<file path="config.mk">
export PLATFORM = sky130hd
export DESIGN_NAME = rf_op_sequencer
export DESIGN_NICKNAME = d
export VERILOG_FILES = /design/src/rtl/rf_seq_pkg.sv /design/src/rtl/rf_seq_alu.sv /design/src/rtl/rf_op_sequencer.sv
export SDC_FILE = /design/constraint.sdc
export NUM_CORES = 1
export LEC_CHECK = 0
export BUFFER_PORTS_ARGS = -buffer_cell sky130_fd_sc_hd__clkbuf_2
export CORE_AREA = 2 2 62 64
export CTS_CLUSTER_DIAMETER = 40
export DETAILED_ROUTE_END_ITERATION = 7
export DIE_AREA = 0 0 64 66
export HOLD_SLACK_MARGIN = 0.12
export PLACE_DENSITY_LB_ADDON = 0.12
export RECOVER_POWER = 50
export SYNTH_ARGS = -nofsm -noshare
export SYNTH_HDL_FRONTEND = slang
export SYNTH_SLANG_ARGS = --single-unit
</file>
<file path="constraint.sdc">
create_clock -name clk -period 1.8 [get_ports clk]
set_input_delay 0 -clock clk [delete_from_list [all_inputs] [get_ports clk]]
set_output_delay 0 -clock clk [all_outputs]
set_load 0.1 [all_outputs]
</file>
<file path="src/rtl/rf_seq_pkg.sv">
// Shared definitions for the register-file op sequencer: opcodes, FSM states, instruction fields.
// Instruction layout is op[7:6] rd[5:4] ra[3:2] rb[1:0]; LDI reuses {ra,rb} as its immediate.
package rf_seq_pkg;

   localparam int DW_DEF = 4;
   localparam int AW_DEF = 2;
   localparam int IW     = 8;

   localparam logic [1:0] OP_ADD = 2'b00;
   localparam logic [1:0] OP_SUB = 2'b01;
   localparam logic [1:0] OP_AND = 2'b10;
   localparam logic [1:0] OP_LDI = 2'b11;

   localparam int OP_MSB = 7;
   localparam int OP_LSB = 6;
   localparam int RD_MSB = 5;
   localparam int RD_LSB = 4;
   localparam int RA_MSB = 3;
   localparam int RA_LSB = 2;
   localparam int RB_MSB = 1;
   localparam int RB_LSB = 0;

   typedef enum logic [2:0] {
      S_IDLE  = 3'd0,
      S_READ  = 3'd1,
      S_EXEC  = 3'd2,
      S_WRITE = 3'd3,
      S_DONE  = 3'd4
   } state_t;

endpackage

</file>
<file path="src/rtl/rf_seq_alu.sv">
// Combinational ALU for the sequencer; c is carry (ADD) or borrow (SUB, a < b), else 0.
// Zero latency, no flow control.
module rf_seq_alu
   import rf_seq_pkg::*;
#(
   parameter int DW = DW_DEF
) (
   input  logic [1:0]    op,
   input  logic [DW-1:0] a,
   input  logic [DW-1:0] b,
   input  logic [DW-1:0] imm,
   output logic [DW-1:0] y,
   output logic          c
);

   logic [DW:0] sum;
   logic [DW:0] diff;

   always_comb begin
      sum  = {1'b0, a} + {1'b0, b};
      diff = {1'b0, a} - {1'b0, b};
      y    = '0;
      c    = 1'b0;
      case (op)
         OP_ADD: begin
            y = sum[DW-1:0];
            c = sum[DW];
         end
         OP_SUB: begin
            y = diff[DW-1:0];
            c = diff[DW];
         end
         OP_AND: y = a & b;
         OP_LDI: y = imm;
      endcase
   end

endmodule

</file>
<file path="src/rtl/rf_op_sequencer.sv">
// Five-state sequencer (IDLE/READ/EXEC/WRITE/DONE): accept -> RF write 3 edges later, done 1 cycle after;
// in_ready only in IDLE so one instruction per 5 cycles. RF_SEQ_FLAGS_EN adds registered flag_z/flag_c.
module rf_op_sequencer
   import rf_seq_pkg::*;
#(
   parameter int DW = DW_DEF,
   parameter int AW = AW_DEF
) (
   input  logic          clk,
   input  logic          reset,
   input  logic          in_valid,
   output logic          in_ready,
   input  logic [IW-1:0] instr,
   output logic [AW-1:0] rf_ra,
   output logic [AW-1:0] rf_rb,
   input  logic [DW-1:0] rf_a,
   input  logic [DW-1:0] rf_b,
   output logic          rf_re,
   output logic [AW-1:0] rf_wr,
   output logic [DW-1:0] rf_wrd,
   output logic          done,
   output logic [DW-1:0] result
`ifdef RF_SEQ_FLAGS_EN
   ,
   output logic          flag_z,
   output logic          flag_c
`endif
);

   state_t        state;
   logic [IW-1:0] instr_q;
   logic [DW-1:0] opa_q;
   logic [DW-1:0] opb_q;
   logic [DW-1:0] res_q;
   logic [DW-1:0] alu_y;
   logic          alu_c;

   // Gating with reset keeps a reset landing in WRITE from committing anything.
   assign in_ready = (state == S_IDLE) && !reset;
   assign rf_re    = (state == S_WRITE) && !reset;
   assign rf_ra    = AW'(instr_q[RA_MSB:RA_LSB]);
   assign rf_rb    = AW'(instr_q[RB_MSB:RB_LSB]);
   assign rf_wr    = AW'(instr_q[RD_MSB:RD_LSB]);
   assign rf_wrd   = res_q;

   rf_seq_alu #(.DW(DW)) u_alu (
      .op  (instr_q[OP_MSB:OP_LSB]),
      .a   (opa_q),
      .b   (opb_q),
      .imm (DW'(instr_q[RA_MSB:RB_LSB])),
      .y   (alu_y),
      .c   (alu_c)
   );

   always_ff @(posedge clk) begin
      if (reset) begin
         state   <= S_IDLE;
         instr_q <= '0;
         opa_q   <= '0;
         opb_q   <= '0;
         res_q   <= '0;
         done    <= 1'b0;
         result  <= '0;
`ifdef RF_SEQ_FLAGS_EN
         flag_z  <= 1'b0;
         flag_c  <= 1'b0;
`endif
      end else begin
         done <= 1'b0;
         case (state)
            S_IDLE: begin
               if (in_valid && in_ready) begin
                  instr_q <= instr;
                  state   <= S_READ;
               end
            end
            S_READ: begin
               opa_q <= rf_a;
               opb_q <= rf_b;
               state <= S_EXEC;
            end
            S_EXEC: begin
               res_q  <= alu_y;
`ifdef RF_SEQ_FLAGS_EN
               flag_z <= (alu_y == '0);
               flag_c <= alu_c;
`endif
               state  <= S_WRITE;
            end
            S_WRITE: begin
               done   <= 1'b1;
               result <= res_q;
               state  <= S_DONE;
            end
            S_DONE:  state <= S_IDLE;
            default: state <= S_IDLE;
         endcase
      end
   end

`ifndef RF_SEQ_FLAGS_EN
   logic unused_alu_c;
   assign unused_alu_c = alu_c;
`endif

endmodule

</file>
* Yosys cells after proc, flatten, opt, wreduce, memory -nomap -nowiden
Cells that the tools add are included.
** Storage, ports and cells
- Bits in registers :: 28
- Output and inout port bits :: 17
- Word-level logic and storage cells :: 28
** Operators by class
- Equal/unequal tests :: 7
- $add $sub $neg :: 2
- Bitwise operators :: 1
- Mux-type cells :: 4
- Reduce and logical (&&, ||, !) cells :: 7
** Operators by type and width (count)
- $pmux 4 s4 :: 1
- $pmux 3 s4 :: 1
- $eq 3x2->1 const B :: 2
- $add 4x4->4 :: 1
- $and 4x4->4 :: 1
- $eq 2x2->1 const B :: 2
- $sub 4x4->4 :: 1
- $eq 3x1->1 const B :: 1
- $logic_and 1x1->1 :: 3
- $logic_not 3->1 :: 1
- $mux 3 :: 1
- $eq 2x1->1 const B :: 1
- $logic_not 2->1 :: 1
- $ne 2x1->1 const B :: 1
- $reduce_and 2->1 :: 1
- $logic_not 1->1 :: 1
- $mux 1 :: 1

* Depth between registers and ports, before layout
Gate-level depths: netlist of run 1.
- Word-level depth :: 5
- Gate-level depth with buffers :: 10
- Mapped depth without buffers :: 10

* Modules after synthesis
Synthesis of run 1 repeated with hierarchy kept, for this count alone.
** Second synthesis, totals
- Cell total of the unflattened synthesis :: 174
- Area total of the unflattened synthesis :: 1680.4 µm²
** By module, submodules not included
- rf_op_sequencer :: area each 1267.5 µm², cells an instance 124, instances 1
- rf_seq_alu :: area each 412.9 µm², cells an instance 50, instances 1

* Worst setup path after synthesis of run 1
No wires, ideal clock.
- Kind :: reg-to-reg
- Start :: reg state[0]
- End :: reg instr_q[0]
- Setup time :: 0.116 ns
- Stages on the path, launching flop included :: 6
- Arrival :: 2.974 ns
- Path slack :: -1.290 ns
- Data required time :: 1.684 ns
- Cell sequence :: dfxtp_1 -> buf_2 -> nor4_2 -> nand2_1 -> nand3b_1 -> nand2_1
** On the way
- Word-level cells in the longest chain between the ends :: 4
** RTL lines
- start: declaration :: line rf_op_sequencer.sv:30 : state_t state;
- start signal: assignment :: line rf_op_sequencer.sv:57 : state <= S_IDLE;
- start signal: assignment :: line rf_op_sequencer.sv:74 : state <= S_READ;
- start signal: assignment :: line rf_op_sequencer.sv:80 : state <= S_EXEC;
- $logic_not 3->1 :: line rf_op_sequencer.sv:39 : assign in_ready = (state == S_IDLE) && !reset;
- $logic_and 1x1->1 :: line rf_op_sequencer.sv:39
- via in_ready :: line rf_op_sequencer.sv:12 : output logic in_ready,
- $logic_and 1x1->1 :: line rf_op_sequencer.sv:72 : if (in_valid && in_ready) begin
- $reduce_and 2->1 (no source line)
- end signal: assignment :: line rf_op_sequencer.sv:73 : instr_q <= instr;
- end: declaration :: line rf_op_sequencer.sv:31 : logic [IW-1:0] instr_q;
The timed path passes the listed nets, and every way through them passes these cells.
A chain may end at the register's enable or synchronous reset.

* Worst setup path in the final report of run 1
- Start :: reg state[1]
- End :: reg instr_q[3]
** On the way
- Word-level cells in the longest chain between the ends :: 4
** RTL lines (line)
- $logic_not 3->1 (*) :: rf_op_sequencer.sv:39, rf_op_sequencer.sv:70
- $logic_and 1x1->1 :: rf_op_sequencer.sv:39
- $logic_and 1x1->1 :: rf_op_sequencer.sv:72
- $reduce_and 2->1 (no source line) (*)
Every way passes the cells marked *; elsewhere a longest branch is shown, timed or not.

==> results of run 1 <==
cells in the final DEF, fill, tap and decap left out, types with 2 or more instances in the layout:
cell            n
inv_1           4
o21ai_0         2
xor2_1          2
clkbuf_1        5
dfxtp_2         3
buf_4          10
nor2b_1         2
nor2_1         24
inv_2           2
nand2_1        24
dlygate4sd3_1  25
mux2i_1        13
dfxtp_1        25
xnor2_1         4
a21oi_1         5
clkbuf_2       32
clkbuf_4        3
nand3b_1        8
ha_1            4
state kept, by name, summed over array words and instances, names as in the netlist:
signal   count
opb_q        4
instr_q      8
rf_wrd       4
result       4
opa_q        4
state        3
done         1
cell type report:
| class | count | area (µm²) |
|---|---|---|
| Fill cell | 332 | 1630 |
| Multi-Input combinational cell | 108 | 734 |
| Sequential cell | 28 | 564 |
| Timing Repair Buffer | 72 | 504 |
| Tap cell | 48 | 60.1 |
| Clock buffer | 4 | 36.3 |
| Inverter | 6 | 22.5 |
cell families (layout without fill, tap and decap cells):
logic type | Yosys count | in the layout | synth area share
buf+inv | 20 | 82 | 0.0802
xor+xnor | 6 | 6 | 0.0387
simple gates | 68 | 68 | 0.247
flops | 28 | 28 | 0.413
compound gates | 15 | 15 | 0.0645
mux | 13 | 13 | 0.0958
fa+ha+maj | 6 | 6 | 0.0608
path summary, 6_finish.rpt:
kind	start	end	slack [ns]	cells past startpoint
worst min-delay path	reset	opb_q[0]	0.17	3
worst max-delay path	state[1]	instr_q[3]	0.08	5
worst max register to register	state[1]	instr_q[3]	0.08	5
worst min register to register	result[0]	result[0]	0.51	2
power groups by stage:
stage               clock network, mW  registers (mW)  logic, mW
floorplan                           0           0.762      0.353
global placement                    0           0.716      0.465
detailed placement                  0           0.718      0.469
CTS                             0.323           0.705      0.525
global route                    0.349           0.709      0.590
finish                          0.299           0.702      0.549
worst min-delay path: stages:
cell      delay [ns]
clkbuf_2        0.11
buf_4           0.23
nor2_1          0.12
routing by layer:
layer / wire length (µm) / up-vias / GRT usage
met5: 0 / - / 0
met4: 40 / 0 / 0.0652
met3: 103 / 4 / 0.0273
met2: 1420 / 21 / 0.245
met1: 1280 / 540 / 0.160
li1: - / 631 / -
through the flow:
stage | setup TNS [ns] | utilization | power, mW
global placement | 0 | 0.444 | 1.18
floorplan | -1.96 | - | 1.12
CTS | 0 | 0.527 | 1.55
finish | 0 | 0.541 | 1.55
global route | -0.00327 | 0.541 | 1.65
detailed placement | -0.0491 | 0.444 | 1.19
repair_timing:
action	in CTS	in global routing
setup buffers	0	5
setup endpoints to repair	2	12
cloned	0	0
gates resized for setup	3	9
hold buffers	25	0
endpoints found under the hold margin	17	0
pin swaps	0	11
==> summary by stage, run 1 <==
Job
The number of max-cap violations is 0.

Logic synthesis
The library cell with the highest instance count after synthesis is dfxtp_1. The synthesized design spends more area on one cell type than any other, namely dfxtp_1. A synthesized cell averages 8.70 µm².

The proportion of synthesized flip-flops having asynchronous set or reset is 0. The number of nets in the synthesized netlist is 181. For this run, the number of Yosys warnings is 0. The top flip-flop cell by instance count after synthesis is dfxtp_1. Counting every instance in the synthesized netlist gives 156. The synthesis-stage register bit count is 28.

The netlist area before placement is 1360 µm². The commonest cells after synthesis are 28 x dfxtp_1, 25 x nand2_1, 25 x nor2_1, 13 x mux2i_1. The number of distinct library cells after synthesis is 30.

In the post-synthesis netlist, the biggest area contributors are dfxtp_1 41%, mux2i_1 9.6%, nand2_1 6.9%, nor2_1 6.9%, ha_1 4.6%. The sequential cell area fraction in the yosys report is 0.413. The proportion of netlist area held by the largest area contributor is 0.413. Yosys mapped a number of flops with a built-in enable equal to 0.

Pwr
Of the total power, registers draw 0.453. The internal power of the cells totals 0.999 mW. IR analysis of the VDD net gives a maximum drop of 0.420 mV.

Of the total power, the share spent switching nets is 0.355. The combinational share of power is 0.354. The analysis attributes to net switching a power of 0.550 mW. The part of the total power dissipated in the clock network is 0.193. The areal power density over the cells is 806 nW/µm². In this run the static leakage power is 0.880 nW.

Layout
The area growth from synthesis to layout is 41.6%. Once layout is done, the placed cells without fillers occupy 1920 µm². Of the cells placed in the final design, the portion with a size suffix greater than 1 is 0.284. The number of standard cells in the final layout excluding fillers is 266.

The number of antenna diodes in the final layout is 0. In the final design database the tool counted 244 nets.

Detailed routing
The detailed-route via count is 1196. The detail-routed net length per standard cell is 10.7 µm. In the routed layout, each cell is associated on average with a via count of 4.50. After detailed routing, the number of remaining DRC violations is 0. The first routing iteration left 38 violations. The total iterations of the first detailed-routing run is 4.

The number of nets with antenna violations after detailed routing is 0. After detailed routing, the total wire length is 2840 µm.

Clocking
TritonCTS built the clock tree. The clock tree root buffer cell is clkbuf_4. The number of H-tree branching levels is 1. The clock edge transition at the registers on the reported setup and hold paths is 0.14 ns. The number of CTS-inserted buffers is 3. The deepest clock path buffer count is 2. The tree built by TritonCTS fans out to 28 sinks. The worst-skew pair later-pin latency is 0.33 ns.

Die
The die covers 4220 µm². The standard-cell row count is 22. The die height is 66 µm. The top-level I/O count is 36. After floorplanning, the core was sized to cover 3550 µm². The horizontal die dimension is 64 µm.

The initial core utilization is 0.382.

Worst setup path
In this design, the stage delay of the slowest critical-path cell is 0.56 ns. The endpoint type of the worst setup path is a flop. On the critical path, the stage with the largest delay is an instance of dlygate4sd3_1.

The critical path is of the reg2reg type. The largest driver fanout on the critical path is 8. The data required time at the worst endpoint is 2.03 ns. The worst path arrival time is 1.95 ns. The number of buffers and inverters on the critical path is 1. The cell class contributing the biggest share of worst-path delay is simple AND/OR/NAND/NOR gates. Walking the worst path, the cells encountered are nor4_4 > nand2_2 > nand3b_1 > nand2_1 > dlygate4sd3_1. STA classifies the critical path startpoint as a flop.

STA
The slew of the pin with the lowest slew margin is 1.17 ns. In the post-route analysis, the smallest setup slack over all paths is 0.0759 ns. Across the routed clock network, the largest skew measured is 0.00764 ns. The number of pins with negative max-slew slack in the final report is 0.

The maximum clock rate is 580 MHz. The final number of hold-violating endpoints is 0. The final critical delay including setup and external delays is 1.72 ns. The final setup violation count is 0. Dividing the final minimum period by the clock period gives 0.958. The worst hold slack after final layout is 0.168 ns. The headroom to the max-slew limit is 0.225.

Placed design
Including well taps, the total number of placed cells is 232. Detailed placement ended at an HPWL of 1950 µm. The post-placement cell area is 1580 µm².

During placement, the flow inserted port buffers numbering 35. The final RePlAce weighted congestion is 0.757. The setup slack after placement is -0.0290 ns.

Global route
The total overflow left after global routing is 0. Across every metal layer, demand over resource in global routing totals 0.138. The first global-routing pass estimated 4480 µm of wire. The number of global-route vias before repair was 1072.

The initial antenna violation count is 0. Entering global routing, the biggest net connects 31 pins.

Status
The run finished with clean final reports.

Hold path
The path class of the tightest hold or removal check is in2reg.
Note: power is estimated with default switching activity, not from simulation.
==> run 2, diff against run 1 <==
- TNS_END_PERCENT: not set -> 1
- clock period: 1.8 -> 1.9 ns (I/O delays scaled with it)
==> summary by stage, run 2 (synthesis gave the netlist of run 1 again) <==
Pwr
The maximum VDD drop is 0.379 mV. The areal power density over the cells is 834 nW/µm². For this design the static power due to leakage is 0.826 nW.

Die
The horizontal die dimension is 64 µm. The die is 66 µm tall. The standard-cell row count is 22. For this configuration, the core starts out at a cell density of 0.382. The area inside the core boundary is 3550 µm². The floorplan step defined a die boundary enclosing 4220 µm². The top-level I/O count is 36.

Clocking
The clock tree from TritonCTS is done. The clock tree root buffer cell is clkbuf_4. In this run the deepest clock path goes through 2 buffers. CTS saw 28 sinks. The number of H-tree branching levels is 1. The number of setup buffers added after CTS is 0. After clock tree synthesis, the clock-pin slew on the worst setup and hold paths is 0.16 ns. The later pin in the worst-skew pair is clocked with a latency of 0.34 ns. The number of CTS-inserted buffers is 3.

Detailed routing
The routed layout has 1154 vias. In the routed layout, each cell is associated on average with a via count of 4.42. The first TritonRoute pass finished after 3 iterations. The detail-routed net length per standard cell is 11.0 µm. The number of nets with antenna violations after detailed routing is 0.

For this run, design rule violations remaining after detail routing come to 0. After the first detailed-routing iteration, the DRC count stood at 23. The routed wire length is 2870 µm.

Global route
The aggregate global-route resource usage is 0.144. For met3 alone, demand over resource in global routing was 0.0204. The met2 demand-to-capacity share in global routing is 0.253.

The met1 global-route usage is 0.166. The maximum number of pins on one net before global-route repair is 22. The peak-usage layer in the global routing report is met2. The wire length of the first global-routing pass is 4620 µm. The number of global-route vias before repair is 1085. The initial antenna violation count is 0.

The final global-route overflow total is 0.

Hold path
The type of the tightest min-delay check is in2reg. The launch instance of the worst min-delay path is reset.

Status
The flow ran to the end, and the final reports show no timing, DRC or antenna violations.

STA
The slew of the pin with the lowest slew margin is 1.18 ns. The final critical delay including setup and external delays is 1.78 ns. The headroom to the max-slew limit is 0.217. The final number of hold-violating endpoints is 0. Dividing the final minimum period by the clock period gives 0.935.

The worst clock skew is 0.00915 ns. Setup repair after global routing left no endpoint under its margin. For this run, the top clock speed supported by timing is 563 MHz. Setup violations remaining at the end of the flow were counted as 0. The number of pins with negative max-slew slack in the final report came to 0.

Worst setup path
The start point of the critical path is opb_q[0]. The worst path arrival time is 2.04 ns. The data required time at the worst endpoint is 2.17 ns.

The nature of the critical path startpoint is a flop. The critical path is of the reg2reg type. The reg-to-reg critical path startpoint is opb_q[0]. The largest driver fanout on the critical path is 2. The setup slack of the most critical reg-to-reg path is 0.12 ns. The worst setup path is captured at a flop.

Layout
instr_q holds more flip-flops than any other register. Counting the fill cells in the layout gives 366. Leaving out fill and tap cells, the most frequent cells in the layout are 25 x nor2_1, 25 x dfxtp_1, 25 x dlygate4sd3_1.

With fillers left out, the area of the finished cells amounts to 1860 µm². 0 antenna diodes ended up in the layout. Measured on the finished design, the core utilization comes to 0.525. At the end of the flow, the number of nets in the layout was 239. Of the cells placed in the final design, the portion with a size suffix greater than 1 is 0.192. The register with the most flip-flops in the layout has 8 of them. The area growth from synthesis to layout is 37.2%.

Placed design
The post-placement cell area is 1570 µm². The final RePlAce weighted congestion is 0.759. The total half-perimeter wirelength after legalization and detailed placement is 1990 µm. Buffers placed on the I/O ports in this run total 35.

Job
Across the run, the number of max-cap violations was 0.
-- run 2: area by class of cell --
| class | instances | area [µm²] | share of cell area |
|---|---|---|---|
| inverters | 6 | 22.5 | 0.0121 |
| multi-input cells | 108 | 707 | 0.379 |
| clock buffers | 3 | 22.5 | 0.0121 |
| flip-flops and latches | 28 | 564 | 0.303 |
| clock inverters | 1 | 30.0 | 0.0161 |
| well taps | 48 | 60.1 | 0.0322 |
| repair buffers | 67 | 457 | 0.245 |
-- run 2: path summary, 6_finish.rpt --
check | end | cells past startpoint
worst min-delay path | opb_q[0] | 2
worst max register to register | rf_wrd[2] | 9
worst min register to register | result[2] | 2
worst max-delay path | rf_wrd[2] | 9
-- run 2: power breakdown --
part	total, mW	switching, mW	internal [mW]
Sequential	0.668	0.0387	0.629
Clock	0.397	0.183	0.214
Combinational	0.490	0.309	0.181
-- run 2: stage by stage --
step | setup TNS [ns] | hold slack [ns] | setup slack (ns) | instances | total power, mW
floorplan | -1.29 | 0.0989 | -0.151 | 156 | 1.05
global placement | 0 | 0.185 | 0.0508 | 232 | 1.12
detailed placement | 0 | 0.189 | 0.0210 | 232 | 1.12
CTS | 0 | 0.129 | 0.0347 | 261 | 1.57
global route | 0 | 0.170 | 0.00391 | 261 | 1.64
finish | 0 | 0.132 | 0.124 | 261 | 1.55
-- run 2: per-layer routing --
layer,share of wire,vias up
met5,0,-
met3,0.031,4
li1,-,616
met1,0.48,515
met4,0.020,0
met2,0.47,19
-- run 2: what timing repair did --
item	4_1_cts	5_1_grt
endpoints found under the setup margin	1	7
resized for setup	1	5
endpoints found under the hold margin	17	0
hold buffers	25	0
pin swaps	0	0
-- run 2: critical path, stage by stage, from the launching register on --
cell      delay (ns)
dfxtp_2         0.35
inv_1           0.05
ha_1            0.29
nand2_1         0.07
o21ai_2         0.07
fa_2            0.35
xor2_1          0.16
nor2_1          0.08
a21oi_1         0.04
a211oi_1        0.22
==> run 3, diff against run 2 <==
- RECOVER_POWER: 50 -> not set
- REMOVE_ABC_BUFFERS: not set -> 1
- SETUP_SLACK_MARGIN: not set -> 0.4
==> summary by stage, run 3 (synthesis gave the netlist of run 1 again) <==
Placed design
The total half-perimeter wirelength after legalization and detailed placement is 2050 µm. The number of input and output port buffers inserted is 35. The placed instances occupy a cell area of 1550 µm².

At the end of routability-driven placement, the weighted congestion stood at 0.851.

Clocking
The tree built by TritonCTS fans out to 28 sinks. The tree is rooted in a clkbuf_4. The clock edge transition at the registers on the reported setup and hold paths is 0.15 ns.

TritonCTS built the clock tree. The worst-skew pair later-pin latency is 0.33 ns. Buffers inserted during clock tree synthesis total 3. The deepest clock path buffer count is 2. The number of H-tree branching levels is 1.

STA
Setup repair after global routing could not meet its margin everywhere. The number of pins with negative max-slew slack in the final report is 0. The maximum clock rate is 597 MHz. The slew of the pin with the lowest slew margin is 0.547 ns.

After layout, the minimum clock period comes to 1.68 ns. Between clock sinks in the finished design, the worst skew comes to 0.00762 ns. Setup violations remaining at the end of the flow were counted as 0. The ratio of final minimum period to clock period is 0.882. The worst pin sits at a relative slew slack of 0.637. On the final layout, the worst hold slack is 0.161 ns. The final number of hold-violating endpoints is 0. Summed over all failing endpoints, the final setup total negative slack is 0 ns.

Pwr
The areal power density over the cells is 772 nW/µm². The maximum VDD drop is 0.292 mV. Of the total power, combinational logic draws 0.358. Of the total power, the clock network draws 0.173.

Of the total power, the share spent switching nets is 0.372. The total leakage power is 0.831 nW. The analysis attributes to net switching a power of 0.529 mW.

The internal power is 0.892 mW. The completed layout was analyzed and its total power is 1.42 mW. Of the total power, registers draw 0.469.

Die
Pin placement for this block handled 36 I/O pins. The horizontal die dimension is 64 µm. The initial core utilization is 0.382. The die height is 66 µm.

The floorplan die area is 4220 µm². The area inside the core boundary is 3550 µm². The standard-cell row count is 22.

Detailed routing
The first TritonRoute pass finished after 4 iterations. After detailed routing, the number of vias per cell comes to 4.57. Summed over all layers, the routed wires come to 2830 µm. After the first detailed-routing iteration, the DRC count stood at 29. The detail route stage leaves a number of antenna-violating nets equal to 0. Dividing the detail-routed wire length by the instance count gives 11.1 µm.

After detailed routing, the number of remaining DRC violations is 0. The final route contains 1165 vias.

Layout
The area growth from synthesis to layout is 35.7%. The top cell types in the final layout, fill and taps aside, are 34 x clkbuf_2, 25 x nor2_1, 24 x nand2_1, 24 x dfxtp_1, 19 x dlygate4sd3_1. The fraction of final layout cells sized beyond drive strength 1 is 0.309. The register containing the most flip-flops in the final layout is instr_q. After filler insertion, the fill cell instance count of the layout stands at 346.

After the last flow step, the layout net total stands at 234. The register with the most flip-flops in the layout has 8 of them. The repair_antennas step left the layout with diodes totalling 0. After routing the design area is 1840 µm².

Leaving out fill and tap cells, the most frequent cell in the layout is clkbuf_2.

Worst setup path
The path type of the worst setup path is reg2reg. The worst setup path is captured at a flop. The worst path arrival time is 1.93 ns. The data required time at the worst endpoint is 2.15 ns. The largest driver fanout on the critical path is 4. STA classifies the critical path startpoint as a flop.

Global route
The final global-route overflow total is 0. The peak-usage layer in the global routing report is met2. The aggregate global-route resource usage is 0.145. The first global-routing pass estimated 4790 µm of wire. The maximum number of pins on one net before global-route repair is 22. For met3 alone, demand over resource in global routing was 0.0239. For met2 alone, demand over resource in global routing was 0.260. The initial antenna violation count came to 0.

The number of global-route vias before repair was 1082. For this run, global-route usage on met1 was measured as 0.170.

Status
The flow ran to the end, and the final reports show no timing, DRC or antenna violations.

Hold path
The type of the tightest min-delay check is in2reg.

Job
The number of max-cap violations is 0.
==> run 3: layer usage <==
metal	vias to the layer above	part of all wire
met5	-	0
met4	0	0.013
met3	4	0.049
met2	22	0.48
met1	533	0.45
li1	606	-
==> run 3: power by group through the flow <==
stage | clock network [mW] | logic, mW | registers, mW
detailed placement | 0 | 0.443 | 0.677
floorplan | 0 | 0.199 | 0.816
finish | 0.246 | 0.509 | 0.666
global route | 0.277 | 0.551 | 0.673
global placement | 0 | 0.436 | 0.675
CTS | 0.255 | 0.493 | 0.666
==> run 3: path summary, 6_finish.rpt <==
kind | depth (start not counted) | to | slack [ns] | from
worst max-delay path | 8 | rf_wrd[2] | 0.22 | instr_q[7]
worst min-delay path | 3 | opb_q[2] | 0.16 | reset
worst max register to register | 8 | rf_wrd[2] | 0.22 | instr_q[7]
worst min register to register | 2 | instr_q[5] | 0.49 | instr_q[5]
==> run 3: final cells by class <==
cell class | count | area (µm²) | share of cell area
Clock buffer | 3 | 22.5 | 0.0122
Inverter | 6 | 22.5 | 0.0122
Multi-Input combinational cell | 108 | 743 | 0.404
Sequential cell | 28 | 566 | 0.307
Tap cell | 48 | 60.1 | 0.0326
Timing Repair Buffer | 62 | 428 | 0.232
==> run 3: repair_timing <==
action                                 CTS  global route
pin swaps                               11             6
buffers inserted                         0             2
endpoints found under the hold margin   24             0
resized for setup                       12             6
setup endpoints to repair                5             6
hold buffers                            19             0
==> run 3: through the flow <==
| step | instances | utilization | worst slack (ns) |
|---|---|---|---|
| after global placement | 231 | 0.437 | 0.0653 |
| after detailed placement | 231 | 0.437 | -0.00276 |
| after floorplan | 142 | - | -1.14 |
| after global routing | 255 | 0.519 | 0.110 |
| final | 255 | 0.519 | 0.225 |
| after CTS | 253 | 0.507 | 0.180 |
==> run 3: worst max-delay path, cell delays in order (launching register included) <==
cell and delay [ns]:
dfxtp_2 0.35, nand2b_4 0.16, nor2b_2 0.16, xnor2_1 0.12
ha_1 0.32, xor2_1 0.17, nor2_1 0.09, a21oi_1 0.05
a211oi_1 0.18
